## src/rtl/sprite_anim_renderer.sv

```systemverilog
// rtl/sprite_anim_renderer.sv - multi-frame scaled sprite renderer between VGA timing and colour mapper
// Optional horizontal flip: define SPRITE_MIRROR_EN to add the mirror input.
module sprite_anim_renderer #(
  parameter int SPR_W       = 128,
  parameter int SPR_H       = 33,
  parameter int NUM_FRAMES  = 4,
  parameter int SCALE_SHIFT = 1,
  parameter int FRAME_TICKS = 6,
  parameter int ADDR_W      = 15,
  parameter int IDX_W       = 4,
  parameter int TRANSP_IDX  = 0
) (
  input  logic                          vga_clk,
  input  logic                          Reset,
  input  logic [9:0]                    DrawX,
  input  logic [9:0]                    DrawY,
  input  logic                          blank,
  input  logic [9:0]                    sprite_x,
  input  logic [9:0]                    sprite_y,
  input  logic                          start,
  input  logic                          loop,
`ifdef SPRITE_MIRROR_EN
  input  logic                          mirror,
`endif
  output logic [ADDR_W-1:0]             rom_addr,
  input  logic [IDX_W-1:0]              rom_q,
  output logic [IDX_W-1:0]              pal_index,
  input  logic [3:0]                    pal_red,
  input  logic [3:0]                    pal_green,
  input  logic [3:0]                    pal_blue,
  output logic [3:0]                    red,
  output logic [3:0]                    green,
  output logic [3:0]                    blue,
  output logic                          sprite_hit,
  output logic                          busy,
  output logic                          done,
  output logic [$clog2(NUM_FRAMES)-1:0] cur_frame
);

  localparam int FW = $clog2(NUM_FRAMES);
  localparam int TW = (FRAME_TICKS > 1) ? $clog2(FRAME_TICKS) : 1;
  localparam int CW = $clog2(SPR_W);
  localparam logic [10:0]       BOX_W    = 11'(SPR_W << SCALE_SHIFT);
  localparam logic [10:0]       BOX_H    = 11'(SPR_H << SCALE_SHIFT);
  localparam logic [ADDR_W-1:0] FRAME_SZ = ADDR_W'(SPR_W * SPR_H);

  typedef enum logic [1:0] {S_IDLE, S_PLAY, S_HOLD} state_t;

  state_t            state_q, state_d;
  logic [FW-1:0]     frame_q, frame_d;
  logic [TW-1:0]     tick_q, tick_d;
  logic [ADDR_W-1:0] rom_addr_q, rom_addr_d;
  logic              v1_q, v1_d, v2_q;
  logic              hit_q, hit_d;
  logic [3:0]        red_q, red_d, green_q, green_d, blue_q, blue_d;

  logic              frame_tick, in_box;
  logic [10:0]       dx, dy, sx, row;
  logic [ADDR_W-1:0] col, base;

  always_comb begin
    state_d    = state_q;
    frame_d    = frame_q;
    tick_d     = tick_q;
    frame_tick = (DrawX == 10'd0) && (DrawY == 10'd480);
    // start wins over a coincident tick
    if (start) begin
      state_d = S_PLAY;
      frame_d = '0;
      tick_d  = '0;
    end else if (frame_tick && state_q == S_PLAY) begin
      if (tick_q == TW'(FRAME_TICKS - 1)) begin
        tick_d = '0;
        if (frame_q == FW'(NUM_FRAMES - 1)) begin
          if (loop) frame_d = '0;
          else      state_d = S_HOLD;
        end else begin
          frame_d = frame_q + FW'(1);
        end
      end else begin
        tick_d = tick_q + TW'(1);
      end
    end
  end

  always_comb begin
    dx     = {1'b0, DrawX} - {1'b0, sprite_x};
    dy     = {1'b0, DrawY} - {1'b0, sprite_y};
    in_box = !dx[10] && !dy[10] && (dx < BOX_W) && (dy < BOX_H);
    sx     = dx >> SCALE_SHIFT;
    row    = dy >> SCALE_SHIFT;
`ifdef SPRITE_MIRROR_EN
    col    = mirror ? ADDR_W'(SPR_W - 1) - ADDR_W'(sx) : ADDR_W'(sx);
`else
    col    = ADDR_W'(sx);
`endif
    base       = ADDR_W'(frame_q) * FRAME_SZ;
    rom_addr_d = in_box ? base + (ADDR_W'(row) << CW) + col : base;
    v1_d       = blank && in_box && (state_q != S_IDLE);
    // v2_q lines up with rom_q: both describe the pixel sampled two edges ago
    hit_d      = v2_q && (rom_q != IDX_W'(TRANSP_IDX));
    red_d      = hit_d ? pal_red   : 4'd0;
    green_d    = hit_d ? pal_green : 4'd0;
    blue_d     = hit_d ? pal_blue  : 4'd0;
  end

  always_ff @(posedge vga_clk) begin
    if (Reset) begin
      state_q    <= S_IDLE;
      frame_q    <= '0;
      tick_q     <= '0;
      rom_addr_q <= '0;
      v1_q       <= 1'b0;
      v2_q       <= 1'b0;
      hit_q      <= 1'b0;
      red_q      <= 4'd0;
      green_q    <= 4'd0;
      blue_q     <= 4'd0;
    end else begin
      state_q    <= state_d;
      frame_q    <= frame_d;
      tick_q     <= tick_d;
      rom_addr_q <= rom_addr_d;
      v1_q       <= v1_d;
      v2_q       <= v1_q;
      hit_q      <= hit_d;
      red_q      <= red_d;
      green_q    <= green_d;
      blue_q     <= blue_d;
    end
  end

  assign rom_addr   = rom_addr_q;
  assign pal_index  = rom_q;
  assign red        = red_q;
  assign green      = green_q;
  assign blue       = blue_q;
  assign sprite_hit = hit_q;
  assign busy       = (state_q == S_PLAY);
  assign done       = (state_q == S_HOLD);
  assign cur_frame  = frame_q;

endmodule

```

## config.mk

```make
export PLATFORM = sky130hd
export DESIGN_NAME = sprite_anim_renderer
export DESIGN_NICKNAME = d
export VERILOG_FILES = /design/src/rtl/sprite_anim_renderer.sv
export SDC_FILE = /design/constraint.sdc
export NUM_CORES = 1
export LEC_CHECK = 0
export BUFFER_PORTS_ARGS = -buffer_cell sky130_fd_sc_hd__buf_2
export CORE_MARGIN = 2
export CORE_UTILIZATION = 45
export CTS_CLUSTER_SIZE = 14
export DETAILED_ROUTE_END_ITERATION = 6
export HOLD_SLACK_MARGIN = 0.03
export PLACE_DENSITY = 0.76
export SETUP_SLACK_MARGIN = 0.15
export SYNTH_ARGS = -nofsm -noshare
export SYNTH_HDL_FRONTEND = slang
export SYNTH_SLANG_ARGS = --single-unit
export TNS_END_PERCENT = 50
```

## constraint.sdc

```tcl
create_clock -name vga_clk -period 6.31 [get_ports vga_clk]
set_input_delay 0.631 -clock vga_clk [delete_from_list [all_inputs] [get_ports vga_clk]]
set_output_delay 0.631 -clock vga_clk [all_outputs]
set_load 0.01 [all_outputs]
```

* Word-level counts from Yosys, hierarchy flattened
Index checks and enable logic that the tools add are counted.
** Cells by class
- $add $sub $neg :: 6
- Multiply operators :: 1
- Magnitude comparators :: 2
- Equal/unequal tests :: 7
- Multiplexer cells :: 9
- Bitwise logic cells :: 3
- Reductions and logical operators :: 22
** Operators by type and width (count)
- subtractor 10 x 10 -> 11 bit :: 2
- adder 15 x 10 -> 15 bit :: 1
- adder 15 bit :: 1
- 2-to-1 mux 15 bit :: 1
- less-than comparator 11 x 7 -> 1 bit (second input constant) :: 1
- less-than comparator 11 x 9 -> 1 bit (second input constant) :: 1
- equality test 10 x 9 -> 1 bit (second input constant) :: 1
- logical NOT 10 bit :: 1
- logical AND 1 bit :: 8
- multiplier 2 x 6 -> 8 bit (second input constant) :: 1
- AND reduction 4 bit :: 2
- nonzero test 2 bit :: 4
- OR reduction 2 bit :: 3
- 2-to-1 mux 1 bit :: 5
- equality test 2 bit (second input constant) :: 2
- 2-to-1 mux 2 bit :: 2
- inequality test 2 bit (second input constant) :: 2
- nonzero test 4 bit :: 1
- adder 3 x 1 -> 3 bit (second input constant) :: 1
- equality test 3 bit (second input constant) :: 1
- 2-to-1 mux 3 bit :: 1
- inverter 1 bit :: 3
- AND reduction 3 bit :: 1
- adder 2 x 1 -> 2 bit (second input constant) :: 1
- other kinds (2) :: 3
** Storage, ports and cells
- Register bits :: 37
- Input port bits :: 61
- Output and inout port bits :: 36
- Word-level logic and storage cells :: 62

* Depth between registers and ports, before layout
- Depth after elaboration :: 7
- Mapped depth :: 16
- Gate-level depth less buffers :: 16

* Worst setup path after synthesis
Ideal clock, no wire load.
- Path kind :: input to register
- Start point :: input port sprite_x[2]
- End point :: register rom_addr_q[14] (netlist: rom_addr[14])
- Library setup time :: 119 ps
- Data arrival time :: 3547 ps
- Path slack :: 2644 ps
- Stages :: 16
- Cells stage by stage :: inv_1 -> ha_1 -> nand2_1 -> o21ai_0 -> a21oi_1 -> o21ai_0 -> xor2_1 -> xor2_1 -> ha_1 -> ha_1 -> fa_1 -> a21o_1 -> o31ai_1 -> o21ba_2 -> xnor2_1 -> nor2_4
** On the way
- Cells in the longest elaborated chain, start to end :: 6
- Elaborated cells on any way between the ends :: 8
- Classes of those cells :: add/sub (2); order compare (1); mux (1); reduce/logical (4)
** Ends and longest elaborated chain
- start, declared :: RTL line 18 : input logic [9:0] sprite_x,
- subtractor 10 x 10 -> 11 bit * :: RTL line 87 : dx = {1'b0, DrawX} - {1'b0, sprite_x};
- branches (longest 4 deep; another with adder 15 x 10 -> 15 bit)
- 2-to-1 mux 15 bit * :: RTL line 98 : rom_addr_d = in_box ? base + (ADDR_W'(row) << CW) + col : base;
- end signal, assigned :: RTL line 123 : rom_addr_q <= rom_addr_d;
- end, declared :: RTL line 52 : logic [ADDR_W-1:0] rom_addr_q, rom_addr_d;
Every way passes the cells marked *.
A chain may end at the register's enable or synchronous reset.

* Worst setup path in the final report
- Start point :: input port DrawX[2]
- End point :: register rom_addr_q[14] (netlist: rom_addr[14])
** On the way
- Cells in the longest elaborated chain, start to end :: 6
- Elaborated cells on any way between the ends :: 8
- Classes of those cells :: add/sub (2); order compare (1); mux (1); reduce/logical (4)
** Ends and longest elaborated chain
- start, declared :: RTL line 15 : input logic [9:0] DrawX,
- subtractor 10 x 10 -> 11 bit * :: RTL line 87
- branches (longest 4 deep; another with adder 15 x 10 -> 15 bit)
- 2-to-1 mux 15 bit * :: RTL line 98
Marked as above.

==> impl_metrics.ini <==
[setup_path]
crit_arrival_ns = 4.03
worstPathMaxFanout = 5
cp_data_required_time_ns = 6.46
worst_path_largest_cell_delay_ns = 0.40
worst-setup-path-type = in -> reg
r2r_cells = 10
crit_path_top_delay_cell = fa_1
crit_path_start_kind = input port
crit_top_cell = ha_1
endpoint_kind = flop
reg2reg_slack_ns = 4.03
cp_cell_sequence = buf_2 > ha_1 > nand2_1 > o21ai_0 > a21oi_1 > o21ai_0 > xor2_1 > xor2_1 > ha_1 > ha_1 > fa_1 > a21o_1 > o31ai_1 > o21ba_2 > xnor2_1 > nor2_4

[timing]
finalHoldViolCount = 0
tightest_slew_ns = 1.05
report.final.setup_viol = 0
slew_headroom_pct = 30.0
clock.fmax_mhz = 257
period_minus_slack_ns = 3.89
clock_skew_ns = 0.00159
fin_tns_setup_ns = 0
fin_crit_sh_pct = 61.6
maxSlewViolCount = 0
rsz0062_at_grt = no

[worst_hold_path]
hold_class = reg -> reg
min_path_cells = 1

[detailed_routing]
drtPass1Iterations = 4
drt_wl_total_mm = 5.61
vias = 2245
drt-initial-drc-count = 57
wl_per_cell_um = 12.6
final_antenna_net_count = 0
drcViolationCount = 0
avgViaCountPerCell = 5.02

[clock_tree]
cts_tree = built
clk_pin_slew_ns = 0.07
post_cts_resized = 0
cts_hold_buf = 0
clock-sinks = 37
clk_latency_ns = 0.29
numCtsBuffers = 5
cts-htree-levels = 2
post-cts-setup-buffers = 0
cts.path.max_buffers = 2
root_buffer = clkbuf_8

[synth]
ys_seq_elements = 37
synth_edf_count = 0
syn-num-nets = 373
synth_cell_types = 53
avgSynthCellArea_um2 = 9.01
yosysSeqAreaShare_pct = 29.3
synthesis.area_um2 = 2530
synthCells = 281
async_flop_share_pct = 0
yosysWarnings = 0
synth_flop_cell = dfxtp_1

[die]
initial_core_util_pct = 46.3
ios = 97
rows = 27
dieArea_um2 = 6240
die_w_um = 79
dieHeight_um = 79
core_um2 = 5470

[global_routing]
antenna_found_initial = 0
overflow = 0
track_usage_pct = 18.6
grt_pass1_wl_mm = 9.28
grt_max_degree = 15
grt_pass1_vias = 2186

[power]
power.density_nw_per_um2 = 207
leakagePower_nw = 1.58
ir_worst_vdd_v = 0.000115

[run_status]
status = complete, no violations

[layout]
syn_to_final_growth_pct = 24.4
final_nets = 466
n_fill_cell = 530
regArea_um2 = 741
final_layout_size_suffix_gt1_share_pct = 32.3
n_antenna_cell = 0
multiInputGateArea_um2 = 1600
final_cells = 447

[flow_run]
drv_cap = 0

[place]
port_buffers = 96
dpl.cell_count = 439
hpwl_mm = 4.70
place_congestion = 0.866
## path summary, 6_finish.rpt
check,endpoint,startpoint
setup reg to reg,rom_addr[14],cur_frame[0]
hold / removal,v2_q,v1_q
hold reg to reg,v2_q,v1_q
setup / recovery,rom_addr[14],DrawX[2]
## sequential cells by signal, indices dropped and copies added, names as in the netlist
signal / cells
state_q: 2
blue: 4
green: 4
cur_frame: 2
rom_addr: 15
v2_q: 1
tick_q: 3
red: 4
v1_q: 1
sprite_hit: 1
## per-stage QoR
stage / worst slack [ns] / hold WS [ns] / power, mW / instance area (um2) / util [%]
after detailed placement: 2.16 / 0.428 / 0.446 / 3030 / 55.3
after global routing: 2.20 / 0.464 / 0.693 / 3150 / 57.5
final: 2.42 / 0.440 / 0.653 / 3150 / 57.5
after global placement: 2.35 / 0.423 / 0.443 / 3030 / 55.3
after CTS: 2.46 / 0.445 / 0.658 / 3150 / 57.5
after floorplan: 2.64 / 0.414 / 0.396 / 2530 / -
## cells in the mapped netlist, types with 2 or more instances
master    count  area share (%)
dfxtp_1      37              29
inv_1        30             4.4
ha_1         27              13
a21oi_1      17             3.4
nor2_1       15             2.2
and2_1       13             3.2
nand2_1      12             1.8
xnor2_1      12             4.2
a21o_1        9             2.7
nor2_4        8             3.6
nand2b_1      7             1.7
xor2_1        7             2.4
nor2b_1       6             1.5
buf_4         5             1.5
nor3b_1       5             1.5
nor4_1        5             1.2
fa_1          4             3.2
mux2i_1       4             1.6
o21ai_0       4            0.79
o22ai_1       4            0.99
a211oi_1      3            0.89
a21boi_0      3            0.89
clkbuf_1      3            0.44
nor3_1        3            0.59
or3_1         3            0.74
a31o_2        2            0.69
nand4_1       2            0.49
nand4b_1      2            0.69
nor2_2        2            0.49
o211ai_1      2            0.59
o21bai_1      2            0.59
or2b_1        2            0.59
## area by class of cell
type | instances | area share, %
multi-input combinational | 204 | 51.0
sequential | 37 | 23.5
timing repair buffer | 96 | 15.3
inverter | 30 | 3.58
tap | 72 | 2.86
clock buffer | 6 | 2.62
clock inverter | 2 | 1.19
## layout by cell type, fill, tap and decap left out, types with 6 or more instances in the layout
cell type	synthesis	layout
a21o_1	9	9
a21oi_1	17	17
and2_1	13	13
buf_2	1	96
clkbuf_8	0	6
dfxtp_1	37	37
ha_1	27	27
inv_1	30	30
nand2_1	12	12
nand2b_1	7	7
nor2_1	15	15
nor2_4	8	8
nor2b_1	6	6
xnor2_1	12	12
xor2_1	7	7
## report_power, final
group / total (mW) / internal, mW / switching (mW)
sequential: 0.235 / 0.234 / 0.000480
clock: 0.211 / 0.128 / 0.0823
combinational: 0.207 / 0.0934 / 0.114
## kinds of logic (layout without fill, tap and decap cells)
family	after synthesis	after routing	share of synthesized area [%]
simple gates	92	92	22.4
compound gates	57	57	15.6
buf+inv	40	134	7.37
flops	37	37	29.3
fa+ha+maj	31	31	16.5
xor+xnor	20	20	7.22
mux	4	4	1.58
## critical path, delay by kind of cell
family	cells	cell delay, ns
AO/OA/AOI/OAI	6	1.21
XOR/XNOR	3	0.76
buffers and inverters	1	0.11
adder cells (fa/ha/maj)	4	1.21
AND/OR/NAND/NOR	2	0.11
## layer usage
| layer | up-vias | global-route usage, % | share of wire, % |
|---|---|---|---|
| li1 | 1150 | - | - |
| met5 | - | 0 | 0 |
| met4 | 0 | 6.38 | 1.5 |
| met2 | 66 | 33.4 | 48 |
| met3 | 8 | 3.41 | 5.7 |
| met1 | 1021 | 22.3 | 45 |
(Power assumes the default switching activity.)
